`config.mk`:
```
export PLATFORM = sky130hd
export DESIGN_NAME = gs_pipe_ctrl
export DESIGN_NICKNAME = d
export VERILOG_FILES = /design/src/rtl/gs_pipe_ctrl.sv
export SDC_FILE = /design/constraint.sdc
export NUM_CORES = 1
export LEC_CHECK = 0
export ABC_CLOCK_PERIOD_IN_PS = 2550
export BUFFER_PORTS_ARGS = -buffer_cell sky130_fd_sc_hd__clkbuf_2
export CAP_MARGIN = 20
export CORE_MARGIN = 3
export CORE_UTILIZATION = 54
export DETAILED_ROUTE_END_ITERATION = 16
export GPL_ROUTABILITY_DRIVEN = 0
export PLACE_DENSITY = 0.8
export SKIP_CTS_REPAIR_TIMING = 1
export SYNTH_ARGS = -nofsm -noshare
export SYNTH_HDL_FRONTEND = slang
export SYNTH_SLANG_ARGS = --single-unit
```
`constraint.sdc`:
```
create_clock -name clk -period 2.55 [get_ports clk]
set_clock_uncertainty 0.1 [all_clocks]
set_input_delay 0.255 -clock clk [delete_from_list [all_inputs] [get_ports clk]]
set_output_delay 0.255 -clock clk [all_outputs]
set_load 0.05 [all_outputs]
```
`src/rtl/gs_pipe_ctrl.sv`:
```
// Pipeline sequencing controller for the GoldenSnitch RV32I core: per-stage enables/flushes,
// data-memory request handshake with timeout, and stall/flush performance counters.
module gs_pipe_ctrl #(
  parameter int MEM_TIMEOUT = 255,
  parameter int CNT_W       = 32
) (
  input  logic             clk,
  input  logic             rst,
  input  logic [4:0]       id_rs1_addr,
  input  logic [4:0]       id_rs2_addr,
  input  logic             id_uses_rs2,
  input  logic             ex_mem_read,
  input  logic [4:0]       ex_rd_addr,
  input  logic [1:0]       ex_pc_src,
  input  logic             ex_branch_taken,
  input  logic             mem_read,
  input  logic             mem_write,
  input  logic             imem_ready,
  input  logic             dmem_ready,
  output logic             dmem_req,
  output logic             dmem_we,
  output logic             pc_en,
  output logic             if_id_en,
  output logic             id_ex_en,
  output logic             ex_mem_en,
  output logic             mem_wb_en,
  output logic             if_id_flush,
  output logic             id_ex_flush,
  output logic             mem_wb_flush,
  output logic             ex_redirect,
  output logic             mem_err,
  output logic [CNT_W-1:0] stall_cnt,
  output logic [CNT_W-1:0] flush_cnt
);

  // state  | meaning
  // S_IDLE | no access outstanding; a MEM load/store issues its request here
  // S_WAIT | request held, waiting for dmem_ready while the timeout counter runs
  // S_ERR  | access timed out; request dropped and the MEM instruction retires as a NOP
  typedef enum logic [1:0] {S_IDLE, S_WAIT, S_ERR} mem_state_t;

  // The final WAIT cycle is the one where the incremented count would hit MEM_TIMEOUT-1.
  localparam logic [15:0] TO_LAST = (MEM_TIMEOUT > 1) ? 16'(MEM_TIMEOUT - 2) : 16'd0;

  mem_state_t  state_q, state_d;
  logic [15:0] to_cnt_q, to_cnt_d;
  logic        err_set;
  logic        mem_stall, redir, lu_hz, f_stall, stall_inc;

  always_ff @(posedge clk) begin
    if (!rst) begin
      state_q  <= S_IDLE;
      to_cnt_q <= '0;
    end else begin
      state_q  <= state_d;
      to_cnt_q <= to_cnt_d;
    end
  end

  always_comb begin
    state_d  = state_q;
    to_cnt_d = to_cnt_q;
    err_set  = 1'b0;
    dmem_req = 1'b0;
    case (state_q)
      S_IDLE: begin
        dmem_req = mem_read | mem_write;
        if (dmem_req && !dmem_ready) begin
          state_d  = S_WAIT;
          to_cnt_d = '0;
        end
      end
      S_WAIT: begin
        dmem_req = 1'b1;
        if (dmem_ready) begin
          state_d = S_IDLE;
        end else if (to_cnt_q == TO_LAST) begin
          err_set = 1'b1;
          state_d = S_ERR;
        end else begin
          to_cnt_d = to_cnt_q + 16'd1;
        end
      end
      S_ERR: state_d = S_IDLE;
      default: state_d = S_IDLE;
    endcase
    if (!rst) dmem_req = 1'b0;
  end

  assign dmem_we   = dmem_req & mem_write;
  assign mem_stall = dmem_req & ~dmem_ready;
  assign redir     = (ex_pc_src == 2'b01) || (ex_pc_src == 2'b10) ||
                     (ex_pc_src == 2'b11 && ex_branch_taken);
  assign lu_hz     = ex_mem_read && (ex_rd_addr != 5'd0) &&
                     ((ex_rd_addr == id_rs1_addr) || (id_uses_rs2 && ex_rd_addr == id_rs2_addr));
  assign f_stall   = ~imem_ready;

  always_comb begin
    pc_en        = 1'b1;
    if_id_en     = 1'b1;
    id_ex_en     = 1'b1;
    ex_mem_en    = 1'b1;
    mem_wb_en    = 1'b1;
    if_id_flush  = 1'b0;
    id_ex_flush  = 1'b0;
    mem_wb_flush = 1'b0;
    ex_redirect  = 1'b0;
    if (!rst) begin
      pc_en        = 1'b0;
      if_id_en     = 1'b0;
      id_ex_en     = 1'b0;
      ex_mem_en    = 1'b0;
      mem_wb_en    = 1'b0;
      if_id_flush  = 1'b1;
      id_ex_flush  = 1'b1;
      mem_wb_flush = 1'b1;
    end else if (mem_stall) begin
      // Whole pipe frozen; WB takes a bubble so nothing retires twice.
      pc_en        = 1'b0;
      if_id_en     = 1'b0;
      id_ex_en     = 1'b0;
      ex_mem_en    = 1'b0;
      mem_wb_flush = 1'b1;
    end else if (redir) begin
      if_id_flush = 1'b1;
      id_ex_flush = 1'b1;
      ex_redirect = 1'b1;
    end else if (lu_hz) begin
      pc_en       = 1'b0;
      if_id_en    = 1'b0;
      id_ex_flush = 1'b1;
    end else if (f_stall) begin
      pc_en       = 1'b0;
      if_id_flush = 1'b1;
    end
    if (rst && state_q == S_ERR) mem_wb_flush = 1'b1;
  end

  assign stall_inc = (mem_stall | lu_hz | f_stall) & ~pc_en;

  always_ff @(posedge clk) begin
    if (!rst) begin
      mem_err   <= 1'b0;
      stall_cnt <= '0;
      flush_cnt <= '0;
    end else begin
      if (err_set) mem_err <= 1'b1;
      if (stall_inc && stall_cnt != '1) stall_cnt <= stall_cnt + CNT_W'(1);
      if (ex_redirect && flush_cnt != '1) flush_cnt <= flush_cnt + CNT_W'(1);
    end
  end

endmodule

```
Word-level counts from Yosys, hierarchy flattened
Index checks and enable logic that the tools add are counted.
{"block": "classes", "mux": 40, "n_div": 0, "shifts": 0, "n_lt_le_gt_ge": 0, "reduce_logical": 17, "eq_ne": 14, "n_bitwise": 9, "mul": 0, "addsub": 3}
{"op": "32-bit by 1-bit adder with 32-bit output, second input constant", "n": 2}
{"op": "32-bit != test, second input constant", "n": 2}
{"op": "16-bit 2-to-1 mux", "n": 3}
{"op": "16-bit case mux with 2 select lines", "n": 1}
{"op": "1-bit 2-to-1 mux", "n": 31}
{"op": "16-bit by 1-bit adder with 16-bit output, second input constant", "n": 1}
{"op": "16-bit by 8-bit equality test with 1-bit output, second input constant", "n": 1}
{"op": "5-bit equality test", "n": 2}
{"op": "1-bit logical AND", "n": 8}
{"op": "2-bit equality test, second input constant", "n": 3}
{"op": "2-bit 2-to-1 mux", "n": 3}
{"op": "2-bit != test, second input constant", "n": 3}
{"op": "5-bit nonzero test", "n": 1}
{"op": "2-bit by 1-bit equality test with 1-bit output, second input constant", "n": 2}
{"op": "2-bit case mux with 2 select lines", "n": 1}
{"op": "4-bit AND reduction", "n": 1}
{"op": "1-bit AND", "n": 3}
{"op": "1-bit logical OR", "n": 3}
{"op": "3-bit != test, second input constant", "n": 1}
{"op": "1-bit NOT", "n": 3}
{"op": "1-bit bitwise OR", "n": 3}
{"op": "2-bit zero test", "n": 1}
{"op": "1-bit case mux with 2 select lines", "n": 1}
{"op": "2-bit AND reduction", "n": 1}
{"op": "other kinds (2)", "n": 2}
{"block": "totals", "latch_bits": 0, "ram_bits": 0, "input_bits": 26, "romBits": 0, "register_bits": 83, "out_inout_bits": 76, "mem_count": 0, "elab_cells": 88}

Longest topological paths before layout
Gate-level depths: netlist of run 1.
{"block": "depth", "word_depth": 11, "ltp_mapped": 9, "depth_no_buf": 8}

Worst setup path after synthesis of run 1
No wires, ideal clock.
{"block": "synth_path", "path_kind": "register to register", "startpoint": "register stall_cnt[0]", "endpoint": "register stall_cnt[30]", "arrival_ns": 2.360, "required_time_ns": 2.380, "setup_time_ns": 0.070, "path_slack_ns": 0.020, "synth_period_minus_slack_ns": 2.530, "n_path_buf": 0, "path_stages_with_launch": 8, "cell_sequence": "dfxtp_1 -> ha_1 -> nand2_1 -> or3_1 -> a31oi_1 -> nand2_1 -> or4_1 -> a21oi_1"}
{"block": "synth_between", "elab_chain_len": 2, "word_cells_on_any_way": 3, "cone_classes": "add/sub: 1; eq/ne: 1; reduce/logical: 1"}
{"item": "start: declaration", "line": "32", "rtl": "output logic [CNT_W-1:0] stall_cnt,"}
{"item": "start signal: assignment", "line": "148", "rtl": "if (stall_inc && stall_cnt != '1) stall_cnt <= stall_cnt + CNT_W'(1);"}
{"item": "branches (longest 2 deep; another with 32-bit by 1-bit adder with 32-bit output)"}
Parallel ways; which one is timed is not known.
A chain may end at the register's enable or synchronous reset.

Worst setup path in the final report of run 1
{"block": "layout_path", "startpoint": "register stall_cnt[3]", "endpoint": "register stall_cnt[19]"}
The elaborated chain is that of the path after synthesis.

==> results of run 1 <==
==> per-stage QoR <==
step	utilization [%]	power (mW)	area (um^2)	setup WS, ns
final	68.81	2.405	5151	0.1314
after global routing	68.81	2.504	5151	0.006818
after global placement	66.29	1.592	4962	0.1672
after floorplan	-	1.522	4318	0.01965
after CTS	68.58	2.427	5134	0.1365
after detailed placement	66.29	1.598	4962	0.1163
==> routing by layer <==
metal | routed length (um) | vias up | part of all wire [%]
li1 | - | 2078 | -
met1 | 4529 | 1967 | 44
met2 | 5183 | 101 | 50
met3 | 543 | 9 | 5.2
met4 | 98 | 0 | 0.95
met5 | 0 | - | 0
==> synthesized netlist by cell type, types with 3 or more instances <==
cell	number	area, um^2
and4_1	8	70.07
xnor2_1	19	166.4
clkbuf_1	14	52.55
or4_1	9	67.56
mux2i_1	11	110.1
o21ai_0	19	95.09
nand2b_1	8	50.05
nor2_1	58	217.7
dfxtp_1	83	1662
o31ai_1	11	82.58
or3_1	14	87.58
nand2_1	44	165.2
nor4_1	8	50.05
and2_1	7	43.79
nand3_1	23	115.1
xor2_1	32	280.3
inv_1	12	45.04
ha_1	5	62.56
nand4_1	33	206.5
nor3_1	11	55.05
a21oi_1	28	140.1
buf_2	3	15.01
and3_1	14	87.58
==> logic make-up (layout without fill, tap and decap cells) <==
family | after synthesis | after routing | synth area share, %
DFF | 83 | 83 | 38.48
and+or+nand+nor | 250 | 250 | 31.12
AOI/OAI and AO/OA | 81 | 81 | 12.92
muxes | 11 | 11 | 2.550
buffers and inverters | 33 | 144 | 3.129
adders and majority gates | 5 | 5 | 1.449
xor gates and xnor gates | 51 | 51 | 10.34
==> registers in the layout, indices dropped and copies added (netlist names) <==
name	flops
flush_cnt	32
mem_err	1
stall_cnt	32
state_q	2
to_cnt_q	16
==> final cells by class <==
cell class,count,share of cell area [%]
clock buffer,12,2.818
tap,99,2.405
timing repair buffer,114,11.85
multi-input combinational,398,49.14
inverter,14,1.020
sequential,83,32.26
clock inverter,4,0.5101
==> critical path, stage by stage (launching register included) <==
cell and delay (ns):
dfxtp_1 0.47, nand4_2 0.20, or3_4 0.44, a41oi_2 0.25
o2111ai_2 0.28, or4_1 0.46, a21oi_1 0.15
==> path summary, 6_finish.rpt <==
check,startpoint,to,slack (ns),cells after the start
hold / removal,rst,stall_cnt[26]$_SDFFE_PN0P_,0.27,4
setup reg to reg,stall_cnt[3]$_SDFFE_PN0P_,stall_cnt[19]$_SDFFE_PN0P_,0.13,6
setup / recovery,stall_cnt[3]$_SDFFE_PN0P_,stall_cnt[19]$_SDFFE_PN0P_,0.13,6
hold reg to reg,flush_cnt[6]$_SDFFE_PN0P_,flush_cnt[6]$_SDFFE_PN0P_,0.40,1
==> where the power goes <==
group	internal, mW	switching [mW]	leakage [nW]
registers	1.30	0.00974	0.669
clock network	0.380	0.452	0.0863
logic	0.0811	0.180	1.23
total	1.76	0.642	1.99
==> results.ini, run 1 <==
[grt]
grt_pass1_wl_mm=17.00
met2_usage_pct=40.47
use_met1_pct=28.70
track_usage_pct=23.12
gr-total-overflow=0
grt.busiest_layer=met2
grt_pass1_vias=3740
antenna_found_initial=0
grt_max_degree=55
grt.met3_usage_pct=4.815

[floorplanning]
io_pins=102
start_util_pct=57.68
die_x_um=95.42
rows=31
die_area_um2=9105
dieHeight_um=95.42
core_um2=7486

[worst_setup_path]
cp_max_fo=8
crit_arrival_ns=2.60
crit_type=flop to flop
setup.worst_path.end_class=flop
cp.required_ns=2.73
start_kind=flop

[logic_synthesis]
syn_inst=514
async_flop_share_pct=0
synth_warnings=0
netlist-cell-type-count=54
ys_ff_latch=83
synthFlopType=dfxtp_1
syn_avg_cell_area_um2=8.401
synth_edf_count=0
syn-cell-area_um2=4318
synthesis.nets=545
ys_seq_area_share_pct=38.48

[sta]
maxSlewHeadroom_pct=61.73
worst_pin_slew_ns=0.5741
min_period_ns=2.419
fmax_mhz=413.5
setup_viol=0
fin_tns_setup_ns=0
finalHoldViolations=0
slew_violations=0
period_share_pct=94.85
whs_ns=0.2722
rsz0062_at_grt=false

[routing]
vias=4155
vias_per_cell=5.739
wl_mm=10.36
post_drt_wl_per_cell_um=14.30
ant_nets=0
dr.pass1.iters=5
drc_errors=0
drt_iter0_drc=169

[placement]
hpwl_mm=7.619
dp_cells=707
port_buffers=101

[finish]
drive_above_1_share_pct=23.52
finalNonFillerCells=724
syn2layout_area_growth_pct=19.30
fillers=665
final_common_cell=clkbuf_2
seq_area_um2=1662
antennaDiodeCount=0
multi_input_area_um2=2531
layout_common_cells=101 x clkbuf_2, 83 x dfxtp_1, 58 x nor2_1, 43 x nand2_1, 33 x nand4_1
nets=651

[power]
power.density_nw_per_um2=466.9
p_leak_nw=1.989
vdd.ir_drop.worst_uv=349.7

[clock_tree]
clock_sinks=83
h-tree-depth=3
clk_pin_slew_ns=0.08
cts_tree=yes
cts_buffers=9
clock_latency_ns=0.35
clockRootBuffer=clkbuf_8
clockBufferDepth=2

[outcome]
outcome=complete, no violations

[worst_hold_path]
hp-class=input pin to flop

[run]
drv_cap=0

Power figures use the tool's default switching activity.
==> inputs of run 2 (changes only) <==
- BUFFER_PORTS_ARGS: -buffer_cell sky130_fd_sc_hd__clkbuf_2 -> not set
- CORE_UTILIZATION: 54 -> 55
- DONT_BUFFER_PORTS: not set -> 1
- PLACE_DENSITY: 0.8 -> 0.7
==> run 2 against run 1 <==
The flow now finishes with violations (hold timing). Worst hold slack got worse by 0.31 ns. Maximum frequency increased by 3.6%. Worst setup slack improved by 0.085 ns. Core utilization increased by 1.8 points. Combinational power decreased by 8.0%. Sequential cell count unchanged.
==> results.ini, run 2 (synthesis gave the netlist of run 1 again) <==
[sta]
slew_violations=0  ; unchanged
finalHoldViolations=3  ; +3
period_share_pct=91.52  ; -3.3 points
whs_ns=-0.04145  ; -0.3137 ns
min_period_ns=2.334  ; -0.08476 ns
maxSlewHeadroom_pct=42.96  ; -19 points
fmax_mhz=428.5  ; +3.6%
worst_pin_slew_ns=0.8528  ; +0.2787 ns
rsz0062_at_grt=false
setup_viol=0  ; unchanged
fin_tns_setup_ns=0  ; unchanged

[floorplanning]
start_util_pct=57.98  ; +0.30 points
die_x_um=94.61  ; -0.85%
die_area_um2=8950  ; -1.7%
dieHeight_um=94.61  ; -0.85%
io_pins=102  ; unchanged
core_um2=7447  ; -0.52%
rows=31  ; unchanged

[worst_setup_path]
slowest_delay_ns=0.49  ; +0.02 ns
regToRegStartpoint=stall_cnt[0]$_SDFFE_PN0P_
crit_chain=ha_1 -> nand2_1 -> or3_1 -> a31oi_1 -> nand2_2 -> or4_1 -> a21oi_1
cp_top_family=simple AND/OR/NAND/NOR gates
rrSetupSlack_ns=0.22  ; +0.08 ns
crit_type=flop to flop
slowest_stage=or4_1
cp_max_fo=9  ; +1
reg2reg_to=stall_cnt[30]$_SDFFE_PN0P_
crit_arrival_ns=2.51  ; -0.09 ns
rr_worst_depth=7  ; +1
path_buf_inv=0  ; unchanged
setup.worst_path.end_class=flop
cp.required_ns=2.73  ; about the same
start_kind=flop

[outcome]
violations=hold timing
outcome=finished with violations

[finish]
reg_top3=flush_cnt x32, stall_cnt x32, to_cnt_q x16
design_area_um2=5259  ; +2.1%
layout_common_cells=83 x dfxtp_1, 79 x buf_4, 58 x nor2_1, 43 x nand2_1, 33 x nand4_1
syn2layout_area_growth_pct=21.79
drive_above_1_share_pct=19.29  ; -4.2 points
final_common_cell=dfxtp_1
antennaDiodeCount=0  ; unchanged
fillers=618  ; -7.1%
nets=618  ; -5.1%

[run]
drv_cap=0  ; unchanged

[power]
vdd.ir_drop.worst_uv=296.9  ; -15%
power.density_nw_per_um2=529.6  ; +13%
p_leak_nw=1.949  ; -2.1%

[grt]
grt_max_degree=55  ; unchanged
track_usage_pct=24.35  ; +1.2 points
grt_pass1_wl_mm=17.68  ; +4.0%
grt_pass1_vias=3956  ; +5.8%
antenna_found_initial=0  ; unchanged
gr-total-overflow=0  ; unchanged

[routing]
post_drt_wl_per_cell_um=15.42  ; +7.8%
drt_iter0_drc=149  ; -12%
drc_errors=0  ; unchanged
vias_per_cell=5.838  ; +1.7%
wl_mm=10.64  ; +2.8%
ant_nets=0  ; unchanged
dr.pass1.iters=4  ; -1
vias=4028  ; -3.1%

[clock_tree]
clock_sinks=83  ; unchanged
clock_latency_ns=0.35  ; about the same
cts_buffers=9  ; unchanged
clk_pin_slew_ns=0.08  ; about the same
clockBufferDepth=2  ; unchanged
cts_tree=yes
h-tree-depth=3  ; unchanged
clockRootBuffer=clkbuf_8

[worst_hold_path]
hold_start=rst
hp-class=input pin to flop
holdPathEnd=flush_cnt[3]$_SDFFE_PN0P_
hold-path-cell-count=2  ; -2

[placement]
port_buffers=0  ; -100%
place_area_um2=4960  ; about the same
hpwl_mm=7.830  ; +2.8%

run 2: power breakdown:
group	leakage, nW	internal [mW]	switching [mW]
sequential	0.669	1.30	0.00843
clock	0.130	0.750	0.485
combinational	1.15	0.0769	0.163
total	1.95	2.13	0.656
run 2: worst max path at each step:
stage	cells after the start	from	slack [ns]	end
after CTS	5	state_q[0]$_SDFFE_PN0P_	0.13	ex_redirect
after floorplan	7	stall_cnt[0]$_SDFFE_PN0P_	0.02	stall_cnt[30]$_SDFFE_PN0P_
after global routing	7	stall_cnt[0]$_SDFFE_PN0P_	0.02	stall_cnt[30]$_SDFFE_PN0P_
after detailed placement	7	ex_pc_src[0]	0.18	stall_cnt[22]$_SDFFE_PN0P_
after global placement	7	ex_pc_src[0]	0.26	stall_cnt[30]$_SDFFE_PN0P_
final	7	stall_cnt[0]$_SDFFE_PN0P_	0.22	stall_cnt[30]$_SDFFE_PN0P_
run 2: worst register-to-register path, cell delays in order (launching register included):
cell     delay [ns]
dfxtp_1        0.39
ha_1           0.18
nand2_1        0.11
or3_1          0.38
a31oi_1        0.29
nand2_2        0.17
or4_1          0.49
a21oi_1        0.15
run 2: routing by layer:
layer	share of wire (%)	GRT usage (%)	vias to the layer above
met5	0	0	-
met2	48	40.40	91
li1	-	-	2016
met3	7.5	7.729	15
met4	1.7	9.135	0
met1	43	29.44	1906
run 2: area by class of cell:
class | count | area (um^2) | area share, %
Multi-Input combinational cell | 398 | 2541 | 48.32
Clock inverter | 6 | 137.6 | 2.617
Tap cell | 99 | 123.9 | 2.355
Inverter | 14 | 52.55 | 0.9993
Timing Repair Buffer | 81 | 618.1 | 11.75
Sequential cell | 83 | 1662 | 31.60
Clock buffer | 9 | 123.9 | 2.355
run 2: stage by stage:
stage | power (mW) | util [%] | hold slack, ns | worst slack, ns | cells
floorplan | 1.522 | - | 0.3461 | 0.01965 | 514
global placement | 1.559 | 66.60 | 0.2832 | 0.2600 | 673
detailed placement | 1.565 | 66.60 | 0.2833 | 0.1821 | 673
CTS | 2.789 | 70.11 | -0.09115 | 0.1265 | 688
global route | 2.873 | 70.61 | 0.001997 | 0.01590 | 690
finish | 2.785 | 70.61 | -0.04145 | 0.2161 | 690
